File: config.mk
export PLATFORM = sky130hd
export DESIGN_NAME = pipe_stage_ctrl
export DESIGN_NICKNAME = d
export VERILOG_FILES = /design/src/rtl/pipe_stage_ctrl_pkg.sv /design/src/rtl/pipe_stage_ctrl_reg.sv /design/src/rtl/pipe_stage_ctrl.sv
export SDC_FILE = /design/constraint.sdc
export NUM_CORES = 1
export LEC_CHECK = 0
export ABC_AREA = 1
export CORE_UTILIZATION = 39
export CTS_BUF_LIST = sky130_fd_sc_hd__clkbuf_2 sky130_fd_sc_hd__clkbuf_4 sky130_fd_sc_hd__clkbuf_8
export CTS_CLUSTER_DIAMETER = 200
export DETAILED_ROUTE_END_ITERATION = 10
export PLACE_DENSITY = 0.68
export SYNTH_ARGS = -nofsm -noshare
export SYNTH_HDL_FRONTEND = slang
export SYNTH_HIERARCHICAL = 1
export SYNTH_SLANG_ARGS = --single-unit
File: constraint.sdc
create_clock -name clk -period 2.35 [get_ports clk]
set_clock_uncertainty 0.05 [all_clocks]
set_input_delay 0.3525 -clock clk [delete_from_list [all_inputs] [get_ports clk]]
set_output_delay 0.3525 -clock clk [all_outputs]
set_load 0.02 [all_outputs]
File: src/rtl/pipe_stage_ctrl_pkg.sv
// Shared pipeline constants and stage payload types.
// Provides the reset PC, the sequential PC step, the NOP code and word, and
// the packed layouts of the IF/ID and ID/EX..MEM/WB stage registers.
package pipe_stage_ctrl_pkg;

    localparam int unsigned XLEN      = 32;
    localparam int unsigned CODE_W    = 6;

    localparam logic [XLEN-1:0]   PKG_PC_RESET = 32'h0000_3000;
    localparam logic [XLEN-1:0]   PKG_PC_STEP  = 32'd4;
    localparam logic [CODE_W-1:0] NOP_CODE     = 6'd0;
    localparam logic [XLEN-1:0]   NOP_WORD     = 32'h0;

    // IF/ID payload: fetched word and the PC it came from
    typedef struct packed {
        logic [XLEN-1:0] instr;
        logic [XLEN-1:0] pc;
    } ifid_t;

    // ID/EX, EX/MEM, MEM/WB payload: word, decoder code, PC
    typedef struct packed {
        logic [XLEN-1:0]   instr;
        logic [CODE_W-1:0] code;
        logic [XLEN-1:0]   pc;
    } stage_t;

    localparam stage_t BUBBLE = '{instr: NOP_WORD, code: NOP_CODE, pc: NOP_WORD};

endpackage

File: src/rtl/pipe_stage_ctrl_reg.sv
// Generic pipeline stage register (module pipe_reg).
// Ports: clk; i_clr synchronous clear (wins over enable); i_en load enable;
//        i_d next value; o_q registered value.
module pipe_reg #(
    parameter int unsigned WIDTH = 32
) (
    input  logic             clk,
    input  logic             i_clr,
    input  logic             i_en,
    input  logic [WIDTH-1:0] i_d,
    output logic [WIDTH-1:0] o_q
);

    always_ff @(posedge clk) begin
        if (i_clr) begin
            o_q <= '0;
        end else if (i_en) begin
            o_q <= i_d;
        end
    end

endmodule

File: src/rtl/pipe_stage_ctrl.sv
// Five-stage pipeline PC and stage-register controller.
// Inputs : clk, reset (sync, active high), stall, npc_sel, npc_target,
//          imem_instr, id_instr_code.
// Outputs: pc, IF/ID, ID/EX, EX/MEM, MEM/WB registers, stall_cnt.
// Optional feature: define PERF_CNT_EN to build the stall-cycle counter;
// otherwise stall_cnt is a constant zero.
module pipe_stage_ctrl
    import pipe_stage_ctrl_pkg::*;
#(
    parameter logic [31:0] PC_RESET = PKG_PC_RESET,
    parameter logic [31:0] PC_STEP  = PKG_PC_STEP
) (
    input  logic        clk,
    input  logic        reset,
    input  logic        stall,
    input  logic        npc_sel,
    input  logic [31:0] npc_target,
    input  logic [31:0] imem_instr,
    input  logic [5:0]  id_instr_code,
    output logic [31:0] pc,
    output logic [31:0] IF_ID_instructure_out,
    output logic [31:0] IF_ID_pc,
    output logic [31:0] ID_EX_instructure_out,
    output logic [5:0]  ID_EX_instr_code,
    output logic [31:0] ID_EX_pc,
    output logic [31:0] EX_MEM_instructure_out,
    output logic [5:0]  EX_MEM_instr_code,
    output logic [31:0] EX_MEM_pc,
    output logic [31:0] MEM_WB_instructure_out,
    output logic [5:0]  MEM_WB_instr_code,
    output logic [31:0] MEM_WB_pc,
    output logic [31:0] stall_cnt
);

    localparam int unsigned IFID_W  = $bits(ifid_t);
    localparam int unsigned STAGE_W = $bits(stage_t);

    logic [31:0] r_pc;
    ifid_t       w_ifid_d, w_ifid_q;
    stage_t      w_idex_d, w_idex_q, w_exmem_q, w_memwb_q;

    // PC: redirect is ignored while stalled; the stalled request is retried
    always_ff @(posedge clk) begin
        if (reset) begin
            r_pc <= PC_RESET;
        end else if (!stall) begin
            r_pc <= npc_sel ? npc_target : r_pc + PC_STEP;
        end
    end

    assign w_ifid_d = '{instr: imem_instr, pc: r_pc};
    assign w_idex_d = '{instr: w_ifid_q.instr, code: id_instr_code, pc: w_ifid_q.pc};

    // IF/ID holds on stall; no flush on redirect (delay slot always runs)
    pipe_reg #(.WIDTH(IFID_W)) u_if_id (
        .clk  (clk),
        .i_clr(reset),
        .i_en (!stall),
        .i_d  (w_ifid_d),
        .o_q  (w_ifid_q)
    );

    // ID/EX: a stall clears the register, which is exactly the all-zero bubble
    pipe_reg #(.WIDTH(STAGE_W)) u_id_ex (
        .clk  (clk),
        .i_clr(reset || stall),
        .i_en (1'b1),
        .i_d  (w_idex_d),
        .o_q  (w_idex_q)
    );

    pipe_reg #(.WIDTH(STAGE_W)) u_ex_mem (
        .clk  (clk),
        .i_clr(reset),
        .i_en (1'b1),
        .i_d  (w_idex_q),
        .o_q  (w_exmem_q)
    );

    pipe_reg #(.WIDTH(STAGE_W)) u_mem_wb (
        .clk  (clk),
        .i_clr(reset),
        .i_en (1'b1),
        .i_d  (w_exmem_q),
        .o_q  (w_memwb_q)
    );

`ifdef PERF_CNT_EN
    logic [31:0] r_stall_cnt;

    // Free-running stall-cycle counter, wraps naturally at 2^32
    always_ff @(posedge clk) begin
        if (reset) begin
            r_stall_cnt <= 32'h0;
        end else if (stall) begin
            r_stall_cnt <= r_stall_cnt + 32'd1;
        end
    end

    assign stall_cnt = r_stall_cnt;
`else
    assign stall_cnt = 32'h0;
`endif

    assign pc                     = r_pc;
    assign IF_ID_instructure_out  = w_ifid_q.instr;
    assign IF_ID_pc               = w_ifid_q.pc;
    assign ID_EX_instructure_out  = w_idex_q.instr;
    assign ID_EX_instr_code       = w_idex_q.code;
    assign ID_EX_pc               = w_idex_q.pc;
    assign EX_MEM_instructure_out = w_exmem_q.instr;
    assign EX_MEM_instr_code      = w_exmem_q.code;
    assign EX_MEM_pc              = w_exmem_q.pc;
    assign MEM_WB_instructure_out = w_memwb_q.instr;
    assign MEM_WB_instr_code      = w_memwb_q.code;
    assign MEM_WB_pc              = w_memwb_q.pc;

endmodule

======== After elaboration in Yosys (flattened, before gate mapping) ========
Cells that the tools add are included.
operators by class
  multiply operators ...................... 0
  magnitude comparators ................... 0
  shift operators ......................... 0
  equal/unequal tests ..................... 0
  reduce and logical (&&, ||, !) cells .... 1
  muxes and demuxes ....................... 1
  divide/modulo/power cells ............... 0
  add/subtract/negate cells ............... 1
  bitwise logic cells ..................... 0
operator list
  kind                                           number
  adder 32 x 3 -> 32 bit, second input constant  1
  2-to-1 mux 32 bit                              1
  logical OR 1 bit                               1
word-level totals
  register bits after elaboration ......... 306
  word-level logic and storage cells ...... 8
  memories ................................ 0
  bits of input ports ..................... 74
  memory bits (read-only) ................. 0
  bits in latches ......................... 0
  memory bits (writable) .................. 0
  output and inout port bits .............. 338

======== Longest topological paths before layout ========
Gate-level depths: netlist (run 1).
  depth in word-level cells ............... 2
  mapped depth ............................ 10

======== Modules after synthesis ========
The synthesis (run 1) kept the hierarchy.
modules (own cells, without submodules)
  module                    cells each  seq. area each (um2)  instances  area an instance (um2)
  pipe_reg at u_ex_mem ...  444         1,401.3               3          2,867.8
  pipe_reg at u_if_id       405         1,281.2               1          2,666.3
  pipe_stage_ctrl           396         640.6                 1          2,424.8

======== Worst setup path before layout (run 1) ========
Ideal clock, no wire load.
  path kind ............................... flip-flop to flip-flop
  from .................................... register r_pc[3] (netlist: pc[3])
  to ...................................... register r_pc[20] (netlist: pc[20])
  stages on the path, launching flop included .. 11
  path slack .............................. 724 ps
  arrival ................................. 1,460 ps
  period minus slack after synthesis ...... 1,626 ps
  path buffers ............................ 0
  library setup time ...................... 116 ps
  path through ............................ dfxtp_1 -> ha_1 -> nand2_2 -> nor2_4 -> nand2_4 -> nor2_4 -> nand2_2 -> nand2_1 -> nand2_1 -> o21ai_1 -> nand2_1
on the way
  cells in the longest elaborated chain, start to end .. 2
ends and longest elaborated chain
  what                    line                   source
  from (decl)             pipe_stage_ctrl.sv:38  logic [31:0] r_pc;
  from (signal assigned)  pipe_stage_ctrl.sv:47  r_pc <= npc_sel ? npc_target : r_pc + PC_STEP;
  adder 32 x 3 -> 32 bit  pipe_stage_ctrl.sv:47
  2-to-1 mux 32 bit       pipe_stage_ctrl.sv:47
No other way between the ends.
A chain may end at the register's enable or synchronous reset.

======== Final worst setup path (run 1) ========
  from .................................... register r_pc[25] (netlist: pc[25])
  to ...................................... output pc[25]
RTL lines
  what       line                   source
  to (decl)  pipe_stage_ctrl.sv:20  output logic [31:0] pc,
No word-level cell between the ends.

==> flow_summary_export.csv, run 1 <==
group,metric,value,unit
sta,final.min_clock_period,2141,ps
worst_setup_path,worstRegToRegCells,10,
sta,tns,0,ps
cts,clk_latency,570,ps
sta,rsz0062_at_grt,"false",
worst_setup_path,worstSetupStartpointType,"flip-flop",
route,wl_per_cell,13.58,um
logic_synthesis,yosysMostFrequentCell,"nand2_1",
cts,cts_tree,"done",
finish,multi_input_area,5600,um^2
job,max_cap_viol_count,0,
worst_setup_path,crit_cells,1,
worst_setup_path,crit_family,"buffers and inverters",
placement,portBuffers,379,
worst_setup_path,worstReg2RegEnd,"pc[24]",
power_and_ir_drop,power.density,696.0,nW/um^2
cts,cts.sinks,306,
status,status,"completed",
route,detail_route.wirelength,40390,um
sta,finalSetupViolCount,0,
die,die-area,35870,um^2
route,vias,12850,
worst_setup_path,cp.arrival,1740,ps
placement,hpwl,28140,um
worst_setup_path,worstPathCellList,"clkdlybuf4s50_1",
die,fp.coreArea,34540,um^2
finish,num_antenna_cells,0,
die,row_count,68,
global_route,grt_remaining_overflow,0,
power_and_ir_drop,vdd_ir_drop_max,0.3934,mV
logic_synthesis,synth_area_per_cell,6.420,um^2
finish,area_growth,35.34,%
cts,htree_num_levels,2,
finish,ff_latch_area,6126,um^2
worst_setup_path,reg2reg_slack,600,ps
worst_setup_path,worstPathMaxFanout,7,
logic_synthesis,yosysUniqueCellTypes,32,
route,dr.pass1.iters,5,
sta,finalCritPeriodShare,91.09,%
route,vias_per_cell,4.321,
logic_synthesis,synth_seq_cells,306,
cts,root_buffer,"clkbuf_8",
logic_synthesis,synth_area,13690,um^2
worst_setup_path,crit_path_top_delay_cell,"clkdlybuf4s50_1",
finish,drive_gt1_share,5.280,%
logic_synthesis,synth_top_cell_area_share,44.73,%
route,drc,0,
global_route,grt_pass1_vias,11680,
global_route,grt_usage,21.88,%
power_and_ir_drop,leakage,8.487,nW
sta,worst_slack,209.3,ps
die,die_y,189.4,um
global_route,grt_max_degree,141,
die,start_util,39.64,%
cts,worst_setup_hold_path_clk_slew,60,ps
hold_path,hold_class,"in -> reg",
worst_setup_path,cpPeakStageDelay,670,ps
cts,clockBufferDepth,3,
worst_setup_path,cp.buffers_inverters,1,
sta,maxSlewHeadroom,48.37,%
logic_synthesis,async_reset_ff_share,0,%
logic_synthesis,ys_seq_area_share,44.73,%
finish,layout.cells.non_filler,2974,
logic_synthesis,synth_edf_count,0,
placement,dp.cells,2881,
worst_setup_path,critPathCapture,"pc[25]",
sta,tightest_slew,774.5,ps
logic_synthesis,yosys-top-cells-area,"dfxtp_1 (45%), nand2_1 (18%), nor2_1 (16%)",
logic_synthesis,syn_inst,2133,
global_route,grt_pass1_wl,62920,um
cts,ctsHoldBuffers,0,
sta,finalMaxSlewViolations,0,
sta,fmax,467.1,MHz
worst_setup_path,worstPathRequired,1950,ps
hold_path,hold_depth,5,
worst_setup_path,crit_start,"pc[25]",
cts,numCtsBuffers,52,
placement,gp_congestion,0.8951,
finish,fillerInstances,3447,
logic_synthesis,yosys_warnings,6,
worst_setup_path,reg2reg_from,"pc[2]",
route,drt_iter0_markers,664,
cts,cts_setup_buffers,0,
die,io_pins,412,
route,postRouteAntennaNets,0,
worst_setup_path,critPathCaptureType,"primary output",
worst_setup_path,setup.worst_path.class,"reg -> out",
logic_synthesis,synthFlopType,"dfxtp_1",
sta,finalHoldViolations,0,
logic_synthesis,netlist.top_cell.by_area,"dfxtp_1",
finish,final_nets,2555,
cts,cts_resized,0,
global_route,antenna_found_initial,0,
placement,dp_slack,309.0,ps
die,die_width,189.4,um
logic_synthesis,yosys-top-cells-count,"nand2_1 (667), nor2_1 (596), dfxtp_1 (306)",
layout make-up:
cell class                 count  area share [%]
clock buffer                  88           5.792
clock inverter                 5          0.1755
inverter                     306           6.211
multi-input combinational   1420           30.22
sequential                   306           33.05
tap                          455           3.072
timing repair buffer         394           21.48
worst min path at each step:
stage	start	endpoint	slack, ps
floorplan	npc_target[0]	pc[0]	470
global placement	u_if_id/o_q[12]	u_if_id/o_q[12]	420
detailed placement	u_if_id/o_q[43]	u_if_id/o_q[43]	430
CTS	imem_instr[11]	u_if_id/o_q[43]	290
global route	imem_instr[9]	u_if_id/o_q[41]	320
finish	imem_instr[11]	u_if_id/o_q[43]	330
flip-flops by register name, indices dropped and copies added, names as in the netlist:
signal	count
u_mem_wb/o_q	70
u_ex_mem/o_q	70
u_id_ex/o_q	70
pc	32
u_if_id/o_q	64
cells by family (layout without fill, tap and decap cells):
group | Yosys count | count (layout) | share of synthesized area, %
other | 2 | 35 | 0.05484
adders and majority gates | 1 | 1 | 0.09135
buffers and inverters | 440 | 793 | 15.28
DFF | 306 | 306 | 44.73
xor gates and xnor gates | 1 | 1 | 0.06397
AOI/OAI and AO/OA | 58 | 58 | 2.266
and+or+nand+nor | 1325 | 1325 | 37.52
power breakdown:
| part | switching [W] | total, W | internal (W) | leakage, nW |
|---|---|---|---|---|
| combinational | 0.00125 | 0.00218 | 0.000925 | 5.38 |
| clock | 0.00211 | 0.00496 | 0.00286 | 0.584 |
| sequential | 0.000265 | 0.00576 | 0.00549 | 2.52 |
metal layers:
layer  track usage (%)  vias up  wire length [um]
met5                 0        -                 0
met1             28.51     5548             17990
met3             4.245       62              2935
li1                  -     6802                 -
met2             36.31      439             18570
met4             6.793        0               889
cells in the final DEF (no fill, tap or decap), drive strengths merged, types with 15 or more instances in the layout:
master         synthesis  final
clkdlybuf4s50          0    379
clkbuf                23     88
nor2                 610    610
conb                   2     35
buf                  111     15
nand3                 31     31
o21ai                 37     37
dfxtp                306    306
nand2                671    671
inv                  306    306
worst min-delay path, cell delays in order:
cell and delay (ps):
clkdlybuf4s50_1 390, inv_1 50, nand2_1 40, nand2_1 50
nor2_1 30
per-stage QoR:
step | hold slack [ps] | area, um^2 | power [W] | util [%]
2_1_floorplan | 465.7 | 13820 | 0.007152 | -
3_3_place_gp | 422.8 | 17430 | 0.007986 | 50.45
3_5_place_dp | 427.3 | 17430 | 0.008007 | 50.45
4_1_cts | 286.8 | 18530 | 0.01302 | 53.65
5_1_grt | 322.4 | 18530 | 0.01354 | 53.65
6_report | 334.4 | 18530 | 0.01290 | 53.65
(Power assumes the default switching activity.)
==> inputs of run 2 (changes only) <==
--- a/config.mk
+++ b/config.mk
@@ -6,6 +6,7 @@
 export NUM_CORES = 1
 export LEC_CHECK = 0
 export ABC_AREA = 1
+export CORE_ASPECT_RATIO = 2
 export CORE_UTILIZATION = 39
 export CTS_BUF_LIST = sky130_fd_sc_hd__clkbuf_2 sky130_fd_sc_hd__clkbuf_4 sky130_fd_sc_hd__clkbuf_8
 export CTS_CLUSTER_DIAMETER = 200
==> flow_summary_export.csv, run 2 (same netlist as run 1, synthesis figures left out) <==
group,metric,value,unit
placement,gp_congestion,0.9574,
cts,clockBufferDepth,3,
cts,worst_setup_hold_path_clk_slew,60,ps
route,vias_per_cell,4.418,
route,drc,0,
sta,maxSlewHeadroom,61.64,%
worst_setup_path,setup.worst_path.class,"reg -> out",
die,die_y,267.0,um
hold_path,hold_class,"in -> reg",
sta,tns,0,ps
sta,finalCritPeriodShare,93.96,%
worst_setup_path,worstPathCellList,"clkdlybuf4s50_1",
finish,area_growth,34.58,%
die,die-area,35910,um^2
finish,layout_common_cells,"nand2_1 (667), nor2_1 (596), clkdlybuf4s50_1 (379)",
cts,cts_setup_buffers,0,
route,detail_route.wirelength,44090,um
route,vias,13050,
global_route,grt_pass1_vias,12320,
die,fp.coreArea,34470,um^2
placement,post_dp_cell_area,17400,um^2
finish,reg.largest.list,"u_ex_mem/o_q (70), u_id_ex/o_q (70), u_mem_wb/o_q (70)",
worst_setup_path,reg2reg_from,"pc[2]",
cts,root_buffer,"clkbuf_8",
finish,final_nets,2550,
die,row_count,96,
sta,finalSetupViolCount,0,
route,wl_per_cell,14.92,um
sta,rsz0062_at_grt,"false",
global_route,grt_usage,24.27,%
worst_setup_path,worstPathRequired,1950,ps
hold_path,worstHoldStart,"imem_instr[6]",
status,status,"completed",
worst_setup_path,worstReg2RegEnd,"pc[24]",
sta,final.min_clock_period,2208,ps
worst_setup_path,critPathCaptureType,"primary output",
worst_setup_path,crit_family,"buffers and inverters",
worst_setup_path,reg2reg_slack,420,ps
die,io_pins,412,
sta,finalHoldViolations,0,
sta,fmax,452.9,MHz
worst_setup_path,worstRegToRegCells,10,
power_and_ir_drop,vdd_ir_drop_max,0.3730,mV
hold_path,hold_depth,5,
cts,clk_latency,570,ps
die,die_width,134.5,um
die,start_util,39.72,%
sta,finalMaxSlewViolations,0,
finish,fin_area,18430,um^2
worst_setup_path,crit_path_top_delay_cell,"clkdlybuf4s50_1",
finish,final_common_cell,"nand2_1",
route,drt_iter0_markers,696,
worst_setup_path,worstPathMaxFanout,7,
job,max_cap_viol_count,0,
global_route,grt_remaining_overflow,0,
power_and_ir_drop,leakage,8.445,nW
cts,htree_num_levels,2,
cts,cts.sinks,306,
hold_path,hold_end,"u_if_id/o_q[38]",
route,dr.pass1.iters,5,
cts,cts_tree,"done",
finish,drive_gt1_share,4.902,%
worst_setup_path,cp.buffers_inverters,1,
global_route,grt_pass1_wl,67620,um
worst_setup_path,cp.arrival,1810,ps
sta,tightest_slew,569.4,ps
cts,ctsHoldBuffers,0,
power_and_ir_drop,power.density,691.4,nW/um^2
route,postRouteAntennaNets,0,
cts,numCtsBuffers,45,
placement,hpwl,31500,um
worst_setup_path,cpPeakStageDelay,690,ps
placement,portBuffers,379,
cts,cts_resized,0,
global_route,antenna_found_initial,4,
global_route,grt_max_degree,141,
worst_setup_path,worstSetupStartpointType,"flip-flop",
## run 2: changes by cell type in the layout (fill, tap and decap cells not counted), moves of 4 or more
cell / change
clkbuf_8: -5
diode_2: +4
clkbuf_4: -11
clkinv_2: +4
buf_4: +4
## run 2: report_power, final
part	total, W	switching, W	internal (W)	leakage [nW]
Clock	0.00478	0.00207	0.00271	0.541
Sequential	0.00577	0.000279	0.00549	2.52
Combinational	0.00219	0.00127	0.000923	5.38
Total	0.0127	0.00362	0.00912	8.45
## run 2: how the worst max path moves through the flow
stage / cells past startpoint / from / end
after floorplan: 10 / pc[3] / pc[20]
after global placement: 5 / reset / pc[3]
after detailed placement: 5 / reset / pc[3]
after CTS: 1 / pc[23] / pc[23]
after global routing: 1 / pc[12] / pc[12]
final: 1 / pc[23] / pc[23]
## run 2: cell type report
type,count,area [um^2]
flip-flops and latches,306,6126
diodes,4,10.01
fillers,3503,16040
well taps,441,551.8
repair buffers,396,3971
multi-input cells,1420,5600
clock inverters,9,97.59
clock buffers,72,922.1
inverters,306,1151
## run 2: per-stage QoR
step                      util, %  power [W]  setup slack [ps]  std cells  hold WS (ps)
after floorplan                 -   0.007152             723.8       2166         465.7
after global placement      50.48   0.008020             211.7       2869         423.4
after detailed placement    50.48   0.008038             174.0       2869         426.8
after CTS                   53.43    0.01285             108.7       2950         294.3
after global routing        53.46    0.01336             96.39       2954         331.8
final                       53.46    0.01274             141.9       2954         338.7
## run 2: routing by layer
layer | global-route usage [%] | part of all wire, %
met1 | 24.77 | 37
met4 | 15.79 | 6.5
met3 | 4.387 | 5.5
met5 | 0 | 0
met2 | 44.63 | 51
==> inputs of run 3 (changes only) <==
--- a/config.mk
+++ b/config.mk
@@ -6,12 +6,15 @@
 export NUM_CORES = 1
 export LEC_CHECK = 0
 export ABC_AREA = 1
+export CELL_PAD_IN_SITES_DETAIL_PLACEMENT = 0
+export CELL_PAD_IN_SITES_GLOBAL_PLACEMENT = 1
 export CORE_ASPECT_RATIO = 2
-export CORE_UTILIZATION = 39
+export CORE_UTILIZATION = 36
 export CTS_BUF_LIST = sky130_fd_sc_hd__clkbuf_2 sky130_fd_sc_hd__clkbuf_4 sky130_fd_sc_hd__clkbuf_8
 export CTS_CLUSTER_DIAMETER = 200
 export DETAILED_ROUTE_END_ITERATION = 10
-export PLACE_DENSITY = 0.68
+export PLACE_DENSITY_LB_ADDON = 0.1
+export REMOVE_ABC_BUFFERS = 1
 export SYNTH_ARGS = -nofsm -noshare
 export SYNTH_HDL_FRONTEND = slang
 export SYNTH_HIERARCHICAL = 1
==> flow_summary_export.csv, run 3 (same netlist as run 1, synthesis figures left out) <==
group,metric,value,unit
worst_setup_path,critPathCaptureType,"primary output",
sta,finalMaxSlewViolations,0,
global_route,grt_pass1_vias,12110,
global_route,grt_pass1_wl,66270,um
finish,final_nets,2553,
sta,worst_slack,158.8,ps
placement,dp_slack,170.6,ps
sta,whs,326.6,ps
worst_setup_path,worstPathRequired,1950,ps
hold_path,hold_class,"in -> reg",
power_and_ir_drop,power_frac_comb,17.3,%
worst_setup_path,cpPeakStageDelay,680,ps
cts,htree_num_levels,2,
cts,cts_setup_buffers,0,
global_route,grt_max_degree,141,
die,start_util,36.73,%
job,max_cap_viol_count,0,
route,drc,0,
worst_setup_path,crit_path_top_delay_cell,"clkdlybuf4s50_1",
die,io_pins,412,
route,vias,12870,
sta,rsz0062_at_grt,"false",
finish,layout_common_cells,"nand2_1 (667), nor2_1 (596), clkdlybuf4s50_1 (379)",
die,die-area,38870,um^2
die,row_count,100,
finish,final_common_cell,"nand2_1",
global_route,grt_usage,21.86,%
cts,cts_tree,"done",
cts,worst_setup_hold_path_clk_slew,70,ps
worst_setup_path,reg2reg_slack,590,ps
sta,finalSetupViolCount,0,
sta,finalCritPeriodShare,93.24,%
sta,tightest_slew,590.1,ps
power_and_ir_drop,p_sw,0.003640,W
worst_setup_path,setup.worst_path.class,"reg -> out",
worst_setup_path,worstPathCellList,"clkdlybuf4s50_1",
route,route.met3.wl,2527,um
power_and_ir_drop,switching_share,28.62,%
sta,fmax,456.4,MHz
worst_setup_path,cp.buffers_inverters,1,
cts,cts_resized,0,
finish,drive_gt1_share,4.902,%
die,fp.coreArea,37290,um^2
die,die_y,277.8,um
sta,finalHoldViolations,0,
cts,root_buffer,"clkbuf_8",
placement,gp_congestion,0.8691,
sta,maxSlewHeadroom,60.54,%
route,wl_met1,16260,um
worst_setup_path,crit_family,"buffers and inverters",
placement,portBuffers,379,
finish,reg.largest.list,"u_ex_mem/o_q (70), u_id_ex/o_q (70), u_mem_wb/o_q (70)",
cts,clk_latency,580,ps
power_and_ir_drop,power.density,689.1,nW/um^2
power_and_ir_drop,clkPwrFrac,37.6,%
route,drt_iter0_markers,550,
die,die_width,139.9,um
sta,final.min_clock_period,2191,ps
worst_setup_path,cp.arrival,1790,ps
route,dr.pass1.iters,5,
route,postRouteAntennaNets,0,
route,route.met2.wl,21780,um
route,vias_per_cell,4.335,
worst_setup_path,worstSetupStartpointType,"flip-flop",
global_route,antenna_found_initial,1,
cts,ctsHoldBuffers,0,
finish,area_growth,34.76,%
cts,clockBufferDepth,3,
status,status,"completed",
power_and_ir_drop,power.share.sequential,45.1,%
global_route,grt_remaining_overflow,0,
power_and_ir_drop,intPower,0.009076,W
route,top_layer_used,"met4",
cts,cts.sinks,306,
power_and_ir_drop,leakage,8.448,nW
route,wl_per_cell,14.44,um
worst_setup_path,worstPathMaxFanout,7,
power_and_ir_drop,vdd_ir_drop_max,0.5208,mV
placement,hpwl,28930,um
cts,numCtsBuffers,47,
route,detail_route.wirelength,42870,um
## run 3: cell count changes in the layout (fill, tap and decap cells not counted), sizes merged
cell / before / now
diode: 4 / 1
buf: 17 / 18
inv: 306 / 304
clkbuf: 72 / 74
clkinvlp: 1 / 0
## run 3: power groups by stage
stage               clock [W]  sequential (W)  combinational (W)
finish                0.00478         0.00574            0.00220
global route          0.00517         0.00578            0.00242
CTS                   0.00496         0.00575            0.00218
detailed placement          0         0.00586            0.00217
global placement            0         0.00585            0.00216
floorplan                   0         0.00616           0.000838
## run 3: metal layers
metal	vias to the layer above	GRT usage, %
met5	-	0
met4	0	12.06
met3	102	4.557
met2	398	40.36
met1	5583	22.69
li1	6787	-
## run 3: area by class of cell
class                           count  area [um^2]
Clock buffer                       74        905.9
Timing Repair Buffer              397         4004
Tap cell                          459        574.3
Clock inverter                      6        86.33
Antenna cell                        1        2.502
Multi-Input combinational cell   1420         5600
Fill cell                        3889        18830
Sequential cell                   306         6126
Inverter                          306         1155
## run 3: worst register-to-register path, cell delays in order (launching register included)
cell and delay [ps]:
dfxtp_1 430, ha_1 260, nand2_2 100, nor2_4 160, nand2_4 110, nor2_4 190
nand2_2 90, nand2_1 70, nand2_1 50, o21ai_1 110, nand2_1 50
## run 3: final timing paths
| path | cells after the start | from | endpoint |
|---|---|---|---|
| worst min-delay path | 5 | imem_instr[9] | u_if_id/o_q[41] |
| worst min register to register | 2 | u_if_id/o_q[57] | u_if_id/o_q[57] |
| worst max-delay path | 1 | pc[19] | pc[19] |
| worst max register to register | 10 | pc[2] | pc[20] |
## run 3: stage by stage
stage / util (%) / instances / instance area [um^2] / total power (W) / TNS [ps]
final: 49.49 / 2969 / 18450 / 0.01272 / 0
after global routing: 49.49 / 2969 / 18450 / 0.01337 / 0
after CTS: 49.49 / 2968 / 18450 / 0.01288 / 0
after detailed placement: 46.83 / 2888 / 17460 / 0.008026 / 0
after global placement: 46.83 / 2888 / 17460 / 0.008002 / 0
after floorplan: - / 2032 / 12870 / 0.007002 / -74800
